--- src/rtl/chacha_pkg.sv ---
// Shared types and helpers for the ChaCha20-Poly1305 block formatter: state encoding and byte-enable utilities.
package chacha_pkg;

    typedef enum logic [2:0] {
        ST_IDLE = 3'd0,
        ST_AAD  = 3'd1,
        ST_PLD  = 3'd2,
        ST_LEN  = 3'd3,
        ST_DONE = 3'd4
    } state_t;

    localparam logic [15:0] KEEP_FULL = 16'hFFFF;

    function automatic logic [4:0] keep_popcount(input logic [15:0] keep);
        logic [4:0] n;
        n = '0;
        for (int i = 0; i < 16; i++) n = n + {4'd0, keep[i]};
        return n;
    endfunction

    // Contiguous from bit 0 means keep+1 is a power of two (or wraps to zero).
    function automatic logic keep_contiguous(input logic [15:0] keep);
        logic [15:0] p1;
        p1 = keep + 16'd1;
        return (keep & p1) == 16'd0;
    endfunction

    function automatic logic [127:0] keep_byte_mask(input logic [15:0] keep);
        logic [127:0] m;
        for (int i = 0; i < 16; i++) m[8*i +: 8] = {8{keep[i]}};
        return m;
    endfunction

endpackage

--- src/rtl/chacha_poly_blk_fmt.sv ---
// Splits an AAD/payload beat stream into zero-padded 16-byte Poly1305 blocks plus a final length block.
// One cycle input-to-output latency; in_ready drops while the phase's output register is full and not draining.
module chacha_poly_blk_fmt
    import chacha_pkg::*;
(
    input  logic         clk,
    input  logic         rst_n,
    input  logic         start,
    input  logic         in_valid,
    output logic         in_ready,
    input  logic [127:0] in_data,
    input  logic [15:0]  in_keep,
    input  logic         in_sel,
    input  logic         in_last,
    output logic         aad_valid,
    input  logic         aad_ready,
    output logic [127:0] aad_data,
    output logic [15:0]  aad_keep,
    output logic         pld_valid,
    input  logic         pld_ready,
    output logic [127:0] pld_data,
    output logic [15:0]  pld_keep,
    output logic         len_valid,
    input  logic         len_ready,
    output logic [127:0] len_block,
    output logic [63:0]  aad_bytes,
    output logic [63:0]  pld_bytes,
    output logic         busy,
    output logic         done,
    output logic         proto_err
);

    state_t         r_state;
    logic           r_aad_vld, r_pld_vld, r_len_vld;
    logic [127:0]   r_aad_dat, r_pld_dat, r_len_blk;
    logic [15:0]    r_aad_keep, r_pld_keep;
    logic [63:0]    r_aad_cnt, r_pld_cnt;
    logic           r_err;
    logic           r_seg_end;

    logic           w_aad_free, w_pld_free, w_in_rdy;
    logic           w_acc, w_bad, w_good, w_fwd, w_drained;
    logic [127:0]   w_dat;
    logic [63:0]    w_cnt_inc;

    assign w_aad_free = !r_aad_vld || aad_ready;
    assign w_pld_free = !r_pld_vld || pld_ready;
    // r_seg_end blocks further payload while the last block drains before LEN.
    assign w_in_rdy   = (r_state == ST_AAD && !in_sel && w_aad_free) ||
                        (r_state == ST_PLD &&  in_sel && !r_seg_end && w_pld_free);
    assign w_acc      = in_valid && w_in_rdy;
    assign w_bad      = !keep_contiguous(in_keep) || (!in_last && in_keep != KEEP_FULL);
    assign w_good     = w_acc && !w_bad;
    assign w_fwd      = w_good && (in_keep != 16'd0);
    assign w_dat      = in_data & keep_byte_mask(in_keep);
    assign w_cnt_inc  = {59'd0, keep_popcount(in_keep)};
    assign w_drained  = w_aad_free && w_pld_free;

    always_ff @(posedge clk) begin
        if (!rst_n) begin
            r_state    <= ST_IDLE;
            r_aad_vld  <= 1'b0;
            r_pld_vld  <= 1'b0;
            r_len_vld  <= 1'b0;
            r_aad_dat  <= '0;
            r_pld_dat  <= '0;
            r_len_blk  <= '0;
            r_aad_keep <= '0;
            r_pld_keep <= '0;
            r_aad_cnt  <= '0;
            r_pld_cnt  <= '0;
            r_err      <= 1'b0;
            r_seg_end  <= 1'b0;
        end else begin
            if (r_aad_vld && aad_ready) r_aad_vld <= 1'b0;
            if (r_pld_vld && pld_ready) r_pld_vld <= 1'b0;
            if (w_acc && w_bad)         r_err     <= 1'b1;

            case (r_state)
                ST_IDLE: begin
                    if (start) begin
                        r_aad_cnt <= '0;
                        r_pld_cnt <= '0;
                        r_seg_end <= 1'b0;
                        r_state   <= ST_AAD;
                    end
                end
                ST_AAD: begin
                    if (w_good) begin
                        r_aad_cnt <= r_aad_cnt + w_cnt_inc;
                        if (w_fwd) begin
                            r_aad_vld  <= 1'b1;
                            r_aad_dat  <= w_dat;
                            r_aad_keep <= KEEP_FULL;
                        end
                        if (in_last) r_state <= ST_PLD;
                    end
                end
                ST_PLD: begin
                    if (r_seg_end) begin
                        if (w_drained) begin
                            r_len_vld <= 1'b1;
                            r_len_blk <= {r_pld_cnt, r_aad_cnt};
                            r_seg_end <= 1'b0;
                            r_state   <= ST_LEN;
                        end
                    end else if (w_good) begin
                        r_pld_cnt <= r_pld_cnt + w_cnt_inc;
                        if (w_fwd) begin
                            r_pld_vld  <= 1'b1;
                            r_pld_dat  <= w_dat;
                            r_pld_keep <= KEEP_FULL;
                        end
                        if (in_last) r_seg_end <= 1'b1;
                    end
                end
                ST_LEN: begin
                    if (len_ready) begin
                        r_len_vld <= 1'b0;
                        r_state   <= ST_DONE;
                    end
                end
                ST_DONE: r_state <= ST_IDLE;
                default: r_state <= ST_IDLE;
            endcase
        end
    end

    assign in_ready  = w_in_rdy;
    assign aad_valid = r_aad_vld;
    assign aad_data  = r_aad_dat;
    assign aad_keep  = r_aad_keep;
    assign pld_valid = r_pld_vld;
    assign pld_data  = r_pld_dat;
    assign pld_keep  = r_pld_keep;
    assign len_valid = r_len_vld;
    assign len_block = r_len_blk;
    assign aad_bytes = r_aad_cnt;
    assign pld_bytes = r_pld_cnt;
    assign busy      = (r_state != ST_IDLE);
    assign done      = (r_state == ST_DONE);
    assign proto_err = r_err;

endmodule

--- config.mk ---
export PLATFORM = sky130hd
export DESIGN_NAME = chacha_poly_blk_fmt
export DESIGN_NICKNAME = d
export VERILOG_FILES = /design/src/rtl/chacha_pkg.sv /design/src/rtl/chacha_poly_blk_fmt.sv
export SDC_FILE = /design/constraint.sdc
export NUM_CORES = 1
export LEC_CHECK = 0
export ABC_CLOCK_PERIOD_IN_PS = 11300
export CAP_MARGIN = 0
export CORE_AREA = 5 5 271 273
export CTS_CLUSTER_SIZE = 20
export DETAILED_ROUTE_END_ITERATION = 8
export DIE_AREA = 0 0 276 278
export PLACE_DENSITY = 0.63
export SLEW_MARGIN = 20
export SYNTH_ARGS = -nofsm -noshare
export SYNTH_HDL_FRONTEND = slang
export SYNTH_SLANG_ARGS = --single-unit
export TNS_END_PERCENT = 5
--- constraint.sdc ---
create_clock -name clk -period 11.3 [get_ports clk]
set_input_delay 1.695 -clock clk [delete_from_list [all_inputs] [get_ports clk]]
set_output_delay 1.695 -clock clk [all_outputs]
set_load 0.01 [all_outputs]
==> summary.md <==
| Metric | Value |
|---|---|
| Minimum clock period | 8158 ps |
| Routed Antenna Nets | 0 |
| Int Pwr | 0.003150 W |
| Clock share of power | 0.472 |
| Critical path data arrival time | 8690 ps |
| Distinct cell type count after synthesis | 58 |
| Synth Warn # | 0 |
| Inserted Clock Buffers | 60 |
| P_leak | 9.774 nW |
| DRC Markers | 0 |
| Largest net degree at the start of global routing | 213 |
| Ys async rst share | 0 |
| Cells after Synth | 2727 |
| CTS Buffer Depth | 3 |
| Buffers inserted by post-CTS timing repair | 0 |
| CP dominant cell by count | fa_1 |
| Synth top cells by count | nand2_1 (594), dfxtp_1 (522), a21oi_1 (513) |
| Die Wd | 276 µm |
| First-pass GRT wire length | 128300 µm |
| Hold Violations, Final | 0 |
| Cts hold-fix bufs | 0 |
| Non-Filler Instances | 4266 |
| Area contributors post-synth | dfxtp_1 (48%), a21oi_1 (12%), nand2_1 (10%), nand3_1 (7.1%), or4_1 (3.5%) |
| Synth area leader | dfxtp_1 |
| Vias in the first global route | 20.28k |
| Setup TNS | 0 ps |
| Fmax | 122.6 MHz |
| Switching share of power | 0.2455 |
| Vias | 21.93k |
| # placed instances | 4151 |
| Sequential Power Share | 0.444 |
| Layout cell share with drive strength beyond 1 | 0.04587 |
| Max-cap viol count | 0 |
| Core Area | 70870 µm² |
| Register Area | 10450 µm² |
| Actual slew at the worst max-slew pin | 1067 ps |
| Final WS setup | 3142 ps |
| Post-layout util | 0.4398 |
| Count of flip-flops with a built-in enable after synthesis | 0 |
| Synth Net Count | 2912 |
| Switching power | 0.001025 W |
| Combinational power share | 0.085 |
| Initial detailed-routing violation count | 1608 |
| Clock-pin slew on the worst setup and hold paths | 60 ps |
| Multi-input logic area | 10080 µm² |
| Gates resized, CTS repair | 0 |
| DR WL/cell | 20.05 µm |
| # setup viols final | 0 |
| IO Pins | 704 |
| Synth Cell Area | 21770 µm² |
| Kind of critical path | input port to flip-flop |
| Hold Path Class | flip-flop to flip-flop |
| Unrepaired setup endpoints after global routing | no |
| Die Ht | 278 µm |
| Later-pin clock latency in the skew report | 610 ps |
| # rows | 98 |
| Final Routed Wirelength | 85530 µm |
| Seq/Total Area, Yosys | 0.4800 |
| Pwr dens | 134.0 nW/µm² |
| Clk sink count | 522 |
| CP endpoint kind | flip-flop |
| Root buffer cell | clkbuf_16 |
| Total track usage | 0.2066 |
| Drt pass-1 iters | 5 |
| CP max stage cell | clkdlybuf4s50_1 |
| HPWL after DPL | 59790 µm |
| Layout Nets | 3448 |
| Initial Util | 0.3072 |
| H-Tree Depth | 2 |
| Yosys reg bits | 522 |
| Worst rel slew slack | 0.2887 |
| DIE AREA | 76730 µm² |
| RePlAce Congestion | 0.8863 |
| Max-slew violation count | 0 |
| Area grow syn2layout | 43.16% |
| Tcrit/Tclk final | 0.7219 |
| Primary FF master, synth | dfxtp_1 |
| Most frequent cell after synthesis | nand2_1 |
| CP Launch Type | input port |
| Routed vias/inst | 5.141 |
| Worst Path Max Fanout | 22 |
| Status | completed |
| Fillers | 7129 |
| CP cell instances | clkdlybuf4s50_1 > inv_1 > fa_1 > fa_1 > fa_1 > fa_1 > inv_1 > ha_1 > fa_1 > inv_1 > fa_1 > nand3b_1 > a21boi_0 > nor2_1 > buf_4 > nor2_1 > nand4_1 > or4_1 > a21oi_1 |
| Max VDD drop | 0.0001338 V |
| Post-Syn Area per Cell | 7.984 µm² |
| Layout Skew | 12.18 ps |
| # port buffers | 703 |
| Clock tree from TritonCTS | built |
| Antenna violations before repair | 10 |
| Total power | 0.004176 W |
| Post-synth top area share | 0.4800 |
| Required @ worst endpoint | 11830 ps |
| Critical path's largest stage delay | 1090 ps |
| Placement Setup Slack | 2528 ps |
| Gr ovfl total | 0 |
[flip-flops by register name, indices dropped and copies added, names as in the netlist, 3 cells and up]
signal     count
pld_data     128
pld_bytes     64
len_block    128
aad_bytes     64
r_state        3
aad_data     128
[power by group through the flow]
stage | Sequential (W) | Combinational, W | Clock, W
floorplan | 0.00189 | 0.000212 | 0
global placement | 0.00189 | 0.000356 | 0
detailed placement | 0.00189 | 0.000360 | 0
CTS | 0.00185 | 0.000361 | 0.00202
global route | 0.00185 | 0.000393 | 0.00210
finish | 0.00185 | 0.000354 | 0.00197
[final timing paths]
kind | endpoint | slack, ps | cells after the start | startpoint
worst min register to register | pld_data[19]$_SDFFE_PN0P_ | 450 | 2 | pld_data[19]$_SDFFE_PN0P_
worst min-delay path | pld_data[19]$_SDFFE_PN0P_ | 450 | 2 | pld_data[19]$_SDFFE_PN0P_
worst max-delay path | pld_bytes[44]$_SDFFE_PN0P_ | 3140 | 19 | in_keep[5]
worst max register to register | pld_data[14]$_SDFFE_PN0P_ | 6990 | 9 | r_state[1]$_SDFFE_PN0P_
[critical path, delay by kind of cell]
kind,cells,cell delay (ps)
compound gates,2,460
fa+ha+maj,7,3240
buf+inv,5,1570
simple gates,5,1690
[logic make-up (layout without fill, tap and decap cells)]
group / after synthesis / in the layout / share of synthesized area
flip-flops: 522 / 522 / 0.4800
adder cells (fa/ha/maj): 32 / 32 / 0.02253
XOR/XNOR: 10 / 10 / 0.004023
buffers and inverters: 302 / 889 / 0.06011
multiplexers: 3 / 3 / 0.001379
AND/OR/NAND/NOR: 1192 / 1192 / 0.2619
AO/OA/AOI/OAI: 666 / 666 / 0.1701
other: 0 / 2 / 0
[metrics by stage]
step                area (µm²)  hold slack, ps
CTS                      31160           450.2
global placement         29150           437.3
floorplan                21770           457.6
detailed placement       29150           442.1
global route             31170           458.9
finish                   31170           446.9
[final cells by class]
class,count,share of cell area
Antenna cell,2,0.0001606
Clock buffer,92,0.05885
Clock inverter,21,0.005901
Inverter,47,0.005901
Multi-Input combinational cell,1903,0.3234
Sequential cell,522,0.3353
Tap cell,950,0.03813
Timing Repair Buffer,729,0.2324
[layout by cell type, fill, tap and decap left out, types with 12 or more instances in the layout]
cell,count
clkinv_2,12
o31ai_1,96
nand2_1,593
fa_1,12
clkdlybuf4s50_1,703
nand3_1,309
ha_1,20
a21oi_1,513
clkbuf_8,17
clkbuf_1,13
o21ai_0,16
clkbuf_16,62
nor2_1,40
dfxtp_1,522
inv_1,46
and3_1,24
nand4_1,44
buf_4,25
or3_1,13
or4_1,101
[layer usage]
layer | routed length (µm) | track usage
met4 | 2247 | 0.05302
met1 | 35540 | 0.2634
met3 | 6380 | 0.05226
met2 | 41310 | 0.3520
met5 | 50 | 0
No activity file was read; power rests on OpenSTA's default activity.
